--- src/rtl/btn_pkg.sv ---
// Shared constants for the push-button capture block: channel indices,
// default channel count and the production debounce interval.
package btn_pkg;
    localparam int BTN_L               = 0;
    localparam int BTN_R               = 1;
    localparam int BTN_D               = 2;
    localparam int NUM_BTN_DEFAULT     = 3;
    localparam int DEBOUNCE_10MS_50MHZ = 500000;
endpackage

--- src/rtl/btn_debounce_ch.sv ---
// One button channel: 2-flop synchronizer, stable-interval counter,
// debounced level and a registered one-cycle pulse on each debounced rise.
module btn_debounce_ch #(
    parameter int DEBOUNCE_CYCLES = 500000,
    parameter int CNT_W           = 20
) (
    input  logic clock,
    input  logic reset,
    input  logic btn_raw,
    output logic btn_level,
    output logic rise_pulse
);
    localparam logic [CNT_W-1:0] TC = CNT_W'(DEBOUNCE_CYCLES - 1);

    if (DEBOUNCE_CYCLES < 1) begin : g_chk_min
        $error("DEBOUNCE_CYCLES must be at least 1");
    end
    if ((DEBOUNCE_CYCLES - 1) >= (2 ** CNT_W)) begin : g_chk_fit
        $error("DEBOUNCE_CYCLES-1 does not fit in CNT_W bits");
    end

    logic             sync1_q, sync2_q;
    logic [CNT_W-1:0] cnt_q, cnt_d;
    logic             level_q, level_d;
    logic             rise_q, rise_d;

    // Any sample matching the current level restarts the stability count.
    always_comb begin
        cnt_d   = '0;
        level_d = level_q;
        if (sync2_q != level_q) begin
            if (cnt_q == TC) begin
                level_d = sync2_q;
            end else begin
                cnt_d = cnt_q + CNT_W'(1);
            end
        end
        rise_d = level_d & ~level_q;
    end

    always_ff @(posedge clock or posedge reset) begin
        if (reset) begin
            sync1_q <= 1'b0;
            sync2_q <= 1'b0;
            cnt_q   <= '0;
            level_q <= 1'b0;
            rise_q  <= 1'b0;
        end else begin
            sync1_q <= btn_raw;
            sync2_q <= sync1_q;
            cnt_q   <= cnt_d;
            level_q <= level_d;
            rise_q  <= rise_d;
        end
    end

    assign btn_level  = level_q;
    assign rise_pulse = rise_q;
endmodule

--- src/rtl/button_input_capture.sv ---
// Push-button capture: per-channel debounce plus sticky pressed flags that
// the CPU clears one channel at a time with an acknowledge strobe.
module button_input_capture
    import btn_pkg::*;
#(
    parameter int NUM_BTN         = NUM_BTN_DEFAULT,
    parameter int DEBOUNCE_CYCLES = DEBOUNCE_10MS_50MHZ,
    parameter int CNT_W           = 20,
    parameter int IDX_W           = 2
) (
    input  logic               clock,
    input  logic               reset,
    input  logic [NUM_BTN-1:0] btn_raw,
    input  logic               ack,
    input  logic [IDX_W-1:0]   ack_idx,
    output logic [NUM_BTN-1:0] btn_level,
    output logic [NUM_BTN-1:0] rise_pulse,
    output logic [NUM_BTN-1:0] pressed
);
    if ((2 ** IDX_W) < NUM_BTN) begin : g_chk_idx
        $error("IDX_W too narrow to address every channel");
    end

    logic [NUM_BTN-1:0] pressed_q, pressed_d;

    for (genvar g = 0; g < NUM_BTN; g++) begin : g_ch
        btn_debounce_ch #(
            .DEBOUNCE_CYCLES(DEBOUNCE_CYCLES),
            .CNT_W          (CNT_W)
        ) u_ch (
            .clock     (clock),
            .reset     (reset),
            .btn_raw   (btn_raw[g]),
            .btn_level (btn_level[g]),
            .rise_pulse(rise_pulse[g])
        );
    end

    // Clear first, then set, so a press arriving with its own ack survives.
    always_comb begin
        pressed_d = pressed_q;
        for (int i = 0; i < NUM_BTN; i++) begin
            if (ack && (ack_idx == IDX_W'(i))) begin
                pressed_d[i] = 1'b0;
            end
            if (rise_pulse[i]) begin
                pressed_d[i] = 1'b1;
            end
        end
    end

    always_ff @(posedge clock or posedge reset) begin
        if (reset) begin
            pressed_q <= '0;
        end else begin
            pressed_q <= pressed_d;
        end
    end

    assign pressed = pressed_q;
endmodule

--- config.mk ---
export PLATFORM = sky130hd
export DESIGN_NAME = button_input_capture
export DESIGN_NICKNAME = d
export VERILOG_FILES = /design/src/rtl/btn_pkg.sv /design/src/rtl/btn_debounce_ch.sv /design/src/rtl/button_input_capture.sv
export SDC_FILE = /design/constraint.sdc
export NUM_CORES = 1
export LEC_CHECK = 0
export ABC_AREA = 1
export CORE_MARGIN = 2
export CORE_UTILIZATION = 25
export DETAILED_ROUTE_END_ITERATION = 7
export GPL_TIMING_DRIVEN = 0
export RECOVER_POWER = 100
export SKIP_CTS_REPAIR_TIMING = 1
export SLEW_MARGIN = 10
export SYNTH_ARGS = -nofsm -noshare
export SYNTH_HDL_FRONTEND = slang
export SYNTH_HIERARCHICAL = 1
export SYNTH_SLANG_ARGS = --single-unit
--- constraint.sdc ---
create_clock -name clock -period 3.9 [get_ports clock]
set_clock_uncertainty 0.1 [all_clocks]
set_input_delay 0.585 -clock clock [delete_from_list [all_inputs] [get_ports clock]]
set_output_delay 0.585 -clock clock [all_outputs]
set_load 0.01 [all_outputs]
* After elaboration in Yosys (flattened, before gate mapping)
Index checks and enable logic that the tools add are counted.
** Word-level totals
- Bits in registers :: 75
- Bits in latches :: 0
- RAM bits :: 0
- Memory bits (read-only) :: 0
- Input port bits :: 8
- Output and inout port bits :: 9
- Memories :: 0
** Cells by class
- $add $sub $neg :: 3
- Multiply operators :: 0
- Divide/modulo/power cells :: 0
- Magnitude comparators :: 0
- Equal/unequal tests :: 8
- Shifts and indexed selects :: 0
- Multiplexer cells :: 18
- Bitwise gates (word level) :: 6
- Reductions and logical operators :: 7
** Operators by type and width (number)
- two-way mux 20 bit :: 6
- adder 20 x 1 -> 20 bit (second input constant) :: 3
- == test 20 x 19 -> 1 bit (second input constant) :: 3
- two-way mux 1 bit :: 12
- nonzero test 2 bit :: 3
- AND 1 bit :: 3
- logical AND 1 bit :: 3
- != test 1 bit :: 3
- NOT 1 bit :: 3
- == test 2 x 1 -> 1 bit (second input constant) :: 1
- == test 2 bit (second input constant) :: 1
- zero test 2 bit :: 1

* Depth between registers and ports, before layout
Gate-level depths: netlist (run 1).
- Depth after elaboration :: 4
- Gate-level depth with buffers :: 9

* Hierarchy
The synthesis (run 1) kept the hierarchy.
** Modules (own cells, without submodules)
- btn_debounce_ch :: instances 3, cells an instance 164, area each 1277.5 um^2
- button_input_capture :: instances 1, cells an instance 19, area each 137.6 um^2

* Least setup slack after synthesis (run 1)
Ideal clock, no wire load.
- Kind :: register to register
- Start point :: register g_ch[0].u_ch.cnt_q[0]
- End point :: register g_ch[0].u_ch.cnt_q[16]
- Setup time :: 117 ps
- Data arrival time :: 1115 ps
- Path slack :: 2568 ps
- Cell stages (with the launch flop) :: 9
- Buffers on the path :: 0
- Path through :: dfrtp_1 -> ha_1 -> nand3_1 -> inv_1 -> nand2_2 -> nor2_4 -> nand3_1 -> nor2_1 -> nor2_1
** On the way
- Longest elaborated chain between the ends :: 3
- Elaborated cells between the ends (all ways) :: 4
- Those cells by class :: add/sub (1); eq/ne (1); mux (2)
** RTL lines
- start: declaration :: RTL line btn_debounce_ch.sv:23 : logic [CNT_W-1:0] cnt_q, cnt_d;
- start signal: assignment :: RTL line btn_debounce_ch.sv:51 : cnt_q <= cnt_d;
- adder 20 x 1 -> 20 bit or == test 20 x 19 -> 1 bit (tied branches) :: RTL line btn_debounce_ch.sv:35, btn_debounce_ch.sv:32
- two-way mux 20 bit * :: RTL line btn_debounce_ch.sv:32 : if (cnt_q == TC) begin
- two-way mux 20 bit * :: RTL line btn_debounce_ch.sv:31 : if (sync2_q != level_q) begin
- named net g_ch[0].u_ch.cnt_d[16] :: RTL line btn_debounce_ch.sv:23
The timed path passes the listed nets; every way through them passes the cells marked *.
A chain may end at the register's enable or synchronous reset.

* Worst setup path in the final report (run 1)
- Start point :: register g_ch[1].u_ch.level_q
- End point :: register g_ch[1].u_ch.cnt_q[5]
** On the way
- Longest elaborated chain between the ends :: 2
** RTL lines
- start: declaration :: RTL line btn_debounce_ch.sv:24 : logic level_q, level_d;
- start signal: assignment :: RTL line btn_debounce_ch.sv:52 : level_q <= level_d;
- != test 1 bit :: RTL line btn_debounce_ch.sv:31
- two-way mux 20 bit :: RTL line btn_debounce_ch.sv:31
- named net g_ch[1].u_ch.cnt_d[5] :: RTL line btn_debounce_ch.sv:23
- end signal: assignment :: RTL line btn_debounce_ch.sv:51
- end: declaration :: RTL line btn_debounce_ch.sv:23
The timed path passes the listed nets, and every way through them passes these cells.

==> results of run 1 <==
## kinds of logic after synthesis
group / Yosys count
AO/OA/AOI/OAI: 27
XOR/XNOR: 21
adder cells (fa/ha/maj): 3
buffers and inverters: 54
flip-flops: 75
AND/OR/NAND/NOR: 331
## final timing paths
kind / slack [ps] / endpoint / start
min: 250 / g_ch[0].u_ch/sync2_q / g_ch[0].u_ch/sync1_q
max: 1710 / g_ch[1].u_ch/cnt_q[5] / g_ch[1].u_ch/btn_level
min in group asynchronous: 580 / pressed[2] / reset
min reg2reg: 250 / g_ch[0].u_ch/sync2_q / g_ch[0].u_ch/sync1_q
max in group asynchronous: 2190 / g_ch[2].u_ch/cnt_q[14] / reset
max reg2reg: 1710 / g_ch[1].u_ch/cnt_q[5] / g_ch[1].u_ch/btn_level
## stage by stage
stage / setup WS (ps) / power [mW] / hold slack, ps / area [um2]
5_1_grt: 1520 / 1.75 / 256 / 4650
3_3_place_gp: 1830 / 0.871 / 233 / 4400
6_report: 1710 / 1.67 / 245 / 4650
4_1_cts: 1850 / 1.71 / 247 / 4700
2_1_floorplan: 2570 / 0.849 / 231 / 3970
3_5_place_dp: 1830 / 0.872 / 235 / 4400
## sequential cells by signal (all words and copies together), names as in the netlist
| name | count |
|---|---|
| g_ch.u_ch/sync2_q | 3 |
| g_ch.u_ch/rise_pulse | 3 |
| g_ch.u_ch/sync1_q | 3 |
| g_ch.u_ch/cnt_q | 60 |
| g_ch.u_ch/btn_level | 3 |
| pressed | 3 |
## cell usage in the layout (no fill, tap or decap), drive strengths merged
cell type        n
clkinvlp         2
dlygate4sd3     14
clkinv           1
o22ai            3
clkbuf          12
nor3             6
nand3           47
o21bai           3
dfrtp           75
inv             54
a21oi            9
ha               3
xor2             9
bufinv           1
nor3b            3
nor2           148
and2             3
xnor2           12
clkdlybuf4s50    2
o21ai           12
nand2          124
## power groups by stage
stage / logic (mW) / clock network (mW) / registers, mW
after global placement: 0.0608 / 0 / 0.811
after floorplan: 0.0393 / 0 / 0.809
after detailed placement: 0.0609 / 0 / 0.811
after global routing: 0.0659 / 0.884 / 0.798
final: 0.0555 / 0.822 / 0.796
after CTS: 0.0613 / 0.853 / 0.797
## metal layers
metal  vias up  track usage [%]
met5         -                0
met4         0             4.30
met3        12             3.32
met2        52             16.2
met1      1430             14.4
li1       1646                -
## layout make-up
type                    count  share of cell area (%)
multi-input cells         382                    39.7
well taps                 216                    5.81
clock inverters             4                    1.08
clock buffers              12                    5.30
inverters                  54                    4.36
repair buffers             16                    3.44
flip-flops and latches     75                    40.3
==> impl_metrics.py, run 1 <==
metrics = {
    "layout": {
        "finalNetCount": 549,
        "num-fill-cells": 1685,
        "num_antenna_cells": 0,
        "multi_input_area_mm2": 0.00185,
        "ff_latch_area_mm2": 0.00188,
        "postLayoutCoreUtil_pct": 29.6,
        "final_layout_size_suffix_gt1_share_pct": 9.21,
        "areaGrowthSynthToFinish_pct": 17.2,
        "instances_no_fill": 759,
    },
    "die": {
        "io_pins": 17,
        "start_util_pct": 25.3,
        "core-area_mm2": 0.0157,
        "dieArea_mm2": 0.0169,
        "row_count": 46,
        "die_x_um": 130,
        "die_y_um": 130,
    },
    "logic_synthesis": {
        "synth_area_mm2": 0.00397,
        "yosysSeqAreaShare_pct": 47.3,
        "avgSynthCellArea_um2": 7.77,
        "syn_nets": 522,
        "synth_flop_cell": "dfrtp_1",
        "synth_top_family_by_area": "simple AND/OR/NAND/NOR gates",
        "ys_async_sr_fraction_pct": 100,
        "synth-simple-area-share_pct": 37.8,
        "synth-compound-area-share_pct": 3.69,
        "synth.area.top_cells": "dfrtp_1 (47%), nor2_1 (12%), nand2_1 (10%)",
        "ys_types": 22,
        "yosysMostFrequentCell": "nor2_1",
        "yosys.area_share.adder_pct": 0.945,
        "muxShareOfSynthArea_pct": 0,
        "yosys.area.top_type": "dfrtp_1",
        "synth_warnings": 6,
        "synth_common_cells": "nor2_1 (127), nand2_1 (106), dfrtp_1 (75)",
        "synth_edf_count": 0,
        "ys_ff_latch": 75,
        "synth_cells": 511,
        "synth_top_area_share_pct": 47.3,
        "synthXorXnorAreaFrac_pct": 5.20,
    },
    "drt": {
        "top_layer": "met4",
        "wl_met3_um": 310,
        "ant_nets": 0,
        "wl_met2_um": 3550,
        "num_vias": 3140,
        "drt_wl_total_um": 8100,
        "viasPerCell": 4.14,
        "drc": 0,
        "drtIter0Drc": 201,
        "firstDrtPassIters": 4,
        "wl_met1_um": 4100,
        "wl_per_cell_um": 10.7,
    },
    "sta": {
        "drv_slew": 0,
        "final-setup-viol-count": 0,
        "finalSetupTns_ps": 0,
        "rsz0062_at_grt": "no",
        "tightest_slew_ps": 964,
        "max_freq_ghz": 0.456,
        "slew_headroom_pct": 35.2,
        "hold_viol": 0,
        "min_period_over_period_pct": 56.2,
        "min_period_ps": 2190,
    },
    "clock_tree": {
        "cts_root_buf": "clkbuf_16",
        "numClockSinks": 75,
        "numCtsBuffers": 9,
        "clock_tree.buffer_depth": 2,
        "clock_latency_ps": 340,
        "tritoncts": "yes",
        "clk_pin_slew_ps": 50,
        "h-tree-depth": 3,
    },
    "power_and_ir_drop": {
        "pwr-share-clk_pct": 49.1,
        "power.leakage_nw": 1.96,
        "worst_ir_drop_vdd_v": 0.000252,
        "internal_power_mw": 1.32,
        "switching_power_mw": 0.357,
        "powerDensity_mw_per_mm2": 360,
        "seqPwrFrac_pct": 47.6,
        "sw_frac_of_total_pct": 21.4,
        "power_frac_comb_pct": 3.3,
    },
    "flow_run": {
        "max_cap_viol_count": 0,
    },
    "grt": {
        "grt_pass1_vias": 3015,
        "gr-usage-all-layers_pct": 10.8,
        "antenna_found_initial": 0,
        "gr-total-overflow": 0,
        "grt_first_pass_wirelength_um": 14200,
        "grt_max_degree": 25,
    },
    "critical_path": {
        "worstSetupEndpointType": "flop",
        "path_class": "reg2reg",
        "required_ps": 4010,
        "crit_buf_inv": 1,
        "path_max_fanout": 10,
        "slowest_delay_ps": 780,
        "critPathTopFamily": "XOR/XNOR gates",
        "path_depth": 4,
        "cp_slowest_cell": "xnor2_1",
        "path_cells": "xnor2_1 -> inv_1 -> nand2_1 -> nor2_1",
        "start_kind": "flop",
        "arrival_ps": 2300,
        "ff2ff_path_depth": 4,
    },
    "placed_design": {
        "dp_hpwl_um": 6090,
        "port_buffers": 16,
        "dp_cells": 743,
        "gp_congestion": 0.897,
    },
    "min_path": {
        "hp-class": "reg2reg",
        "holdPathStages": 0,
    },
    "status": {
        "status": "finished clean",
    },
}
No activity file was read; power rests on OpenSTA's default activity.
==> run 2, diff against run 1 <==
==> constraint.sdc (replaced) <==
create_clock -name clock -period 2.1 [get_ports clock]
set_clock_uncertainty 0.1 [all_clocks]
set_input_delay 0.315 -clock clock [delete_from_list [all_inputs] [get_ports clock]]
set_output_delay 0.315 -clock clock [all_outputs]
set_load 0.01 [all_outputs]
==> impl_metrics.py, run 2 (synthesis gave the netlist of run 1 again) <==
metrics = {
    "critical_path": {
        "slowest_delay_ps": 640,
        "required_ps": 1680,
        "path_max_fanout": 4,
        "path_class": "reg2out",
        "path_cells": "dlygate4sd3_1",
        "start_kind": "flop",
        "critPathTopFamily": "buffers and inverters",
        "worstSetupEndpointType": "output pin",
        "crit_buf_inv": 1,
        "arrival_ps": 1390,
        "cp_slowest_cell": "dlygate4sd3_1",
    },
    "die": {
        "core-area_mm2": 0.0157,
        "io_pins": 17,
        "row_count": 46,
        "die_x_um": 130,
        "dieArea_mm2": 0.0169,
        "die_y_um": 130,
        "start_util_pct": 25.3,
    },
    "clock_tree": {
        "clock_tree.buffer_depth": 2,
        "numCtsBuffers": 9,
        "numClockSinks": 75,
        "clock_latency_ps": 340,
        "tritoncts": "yes",
        "h-tree-depth": 3,
        "clk_pin_slew_ps": 60,
        "cts_root_buf": "clkbuf_16",
    },
    "layout": {
        "layout_common_cells": "nor2_1 (131), nand2_1 (111), dfrtp_1 (75)",
        "num-fill-cells": 1692,
        "finalInstanceArea_mm2": 0.00464,
        "num_antenna_cells": 0,
        "final_common_cell": "nor2_1",
        "finalNetCount": 549,
        "postLayoutCoreUtil_pct": 29.6,
        "regMostFlops": "g_ch.u_ch/cnt_q",
        "areaGrowthSynthToFinish_pct": 17.0,
        "largest_reg_flops": 60,
        "final_layout_size_suffix_gt1_share_pct": 8.66,
    },
    "drt": {
        "num_vias": 3142,
        "drc": 0,
        "top_layer": "met4",
        "wl_per_cell_um": 10.7,
        "drt_wl_total_um": 8120,
        "wl_met2_um": 3550,
        "drtIter0Drc": 205,
        "wl_met1_um": 4080,
        "wl_met3_um": 339,
        "ant_nets": 0,
        "firstDrtPassIters": 4,
        "viasPerCell": 4.14,
    },
    "sta": {
        "final-setup-viol-count": 0,
        "slew_headroom_pct": 35.8,
        "min_period_over_period_pct": 86.1,
        "min_period_ps": 1810,
        "hold_viol": 0,
        "finalSetupTns_ps": 0,
        "holdWs_ps": 245,
        "rsz0062_at_grt": "no",
        "drv_slew": 0,
        "max_freq_ghz": 0.553,
        "tightest_slew_ps": 962,
    },
    "power_and_ir_drop": {
        "powerDensity_mw_per_mm2": 668,
        "worst_ir_drop_vdd_v": 0.000473,
        "sw_frac_of_total_pct": 21.2,
        "seqPwrFrac_pct": 47.7,
        "power.leakage_nw": 1.97,
        "pwr-share-clk_pct": 49.0,
        "switching_power_mw": 0.658,
        "power_frac_comb_pct": 3.3,
        "internal_power_mw": 2.45,
    },
    "grt": {
        "gr-total-overflow": 0,
        "grt_first_pass_wirelength_um": 14200,
        "antenna_found_initial": 0,
        "grt_max_degree": 25,
        "gr-usage-all-layers_pct": 10.8,
        "grt_pass1_vias": 3015,
    },
    "status": {
        "status": "finished clean",
    },
    "placed_design": {
        "postPlaceCellArea_mm2": 0.00440,
        "gp_congestion": 0.897,
        "port_buffers": 16,
        "dp_hpwl_um": 6090,
    },
    "flow_run": {
        "max_cap_viol_count": 0,
    },
    "min_path": {
        "hp-class": "reg2reg",
    },
}
-- run 2: changes by cell type in the layout (fill, tap and decap cells not counted) --
cell and delta:
nor2_4 -3, nor2_1 +4, xnor2_2 +3, nor2_2 -1
xnor2_1 -3, nand2_2 -2, nand2_1 +2
-- run 2: stage by stage --
step | std cells | worst slack (ps) | total power, mW
final | 759 | 292 | 3.10
after global routing | 759 | 149 | 3.25
after CTS | 759 | 324 | 3.18
after detailed placement | 743 | 304 | 1.62
after global placement | 743 | 304 | 1.62
after floorplan | 511 | 768 | 1.58
-- run 2: final cells by class --
class | instances | area [um2] | area share [%]
clock buffers | 12 | 246 | 5.31
clock inverters | 4 | 50.0 | 1.08
inverters | 54 | 203 | 4.36
multi-input cells | 382 | 1840 | 39.6
flip-flops and latches | 75 | 1880 | 40.4
well taps | 216 | 270 | 5.82
repair buffers | 16 | 160 | 3.45
-- run 2: per-layer routing --
metal | GRT usage (%) | vias to the layer above
met2 | 16.2 | 53
met3 | 3.32 | 10
met1 | 14.4 | 1436
met5 | 0 | -
li1 | - | 1643
met4 | 4.30 | 0
-- run 2: power by group through the flow --
stage               sequential, mW  clock (mW)  combinational, mW
detailed placement            1.51           0              0.113
global route                  1.48        1.64              0.121
finish                        1.48        1.52              0.102
global placement              1.51           0              0.113
CTS                           1.48        1.58              0.114
floorplan                     1.50           0             0.0730
-- run 2: final timing paths --
kind / start / end / slack [ps] / cells past startpoint
setup / recovery: g_ch[2].u_ch/btn_level / btn_level[2] / 290 / 1
min in group asynchronous: reset / pressed[2] / 310 / 2
hold / removal: g_ch[0].u_ch/sync1_q / g_ch[0].u_ch/sync2_q / 250 / 0
setup reg to reg: g_ch[0].u_ch/btn_level / g_ch[0].u_ch/cnt_q[8] / 340 / 4
hold reg to reg: g_ch[0].u_ch/sync1_q / g_ch[0].u_ch/sync2_q / 250 / 0
max in group asynchronous: reset / g_ch[2].u_ch/cnt_q[14] / 660 / 2
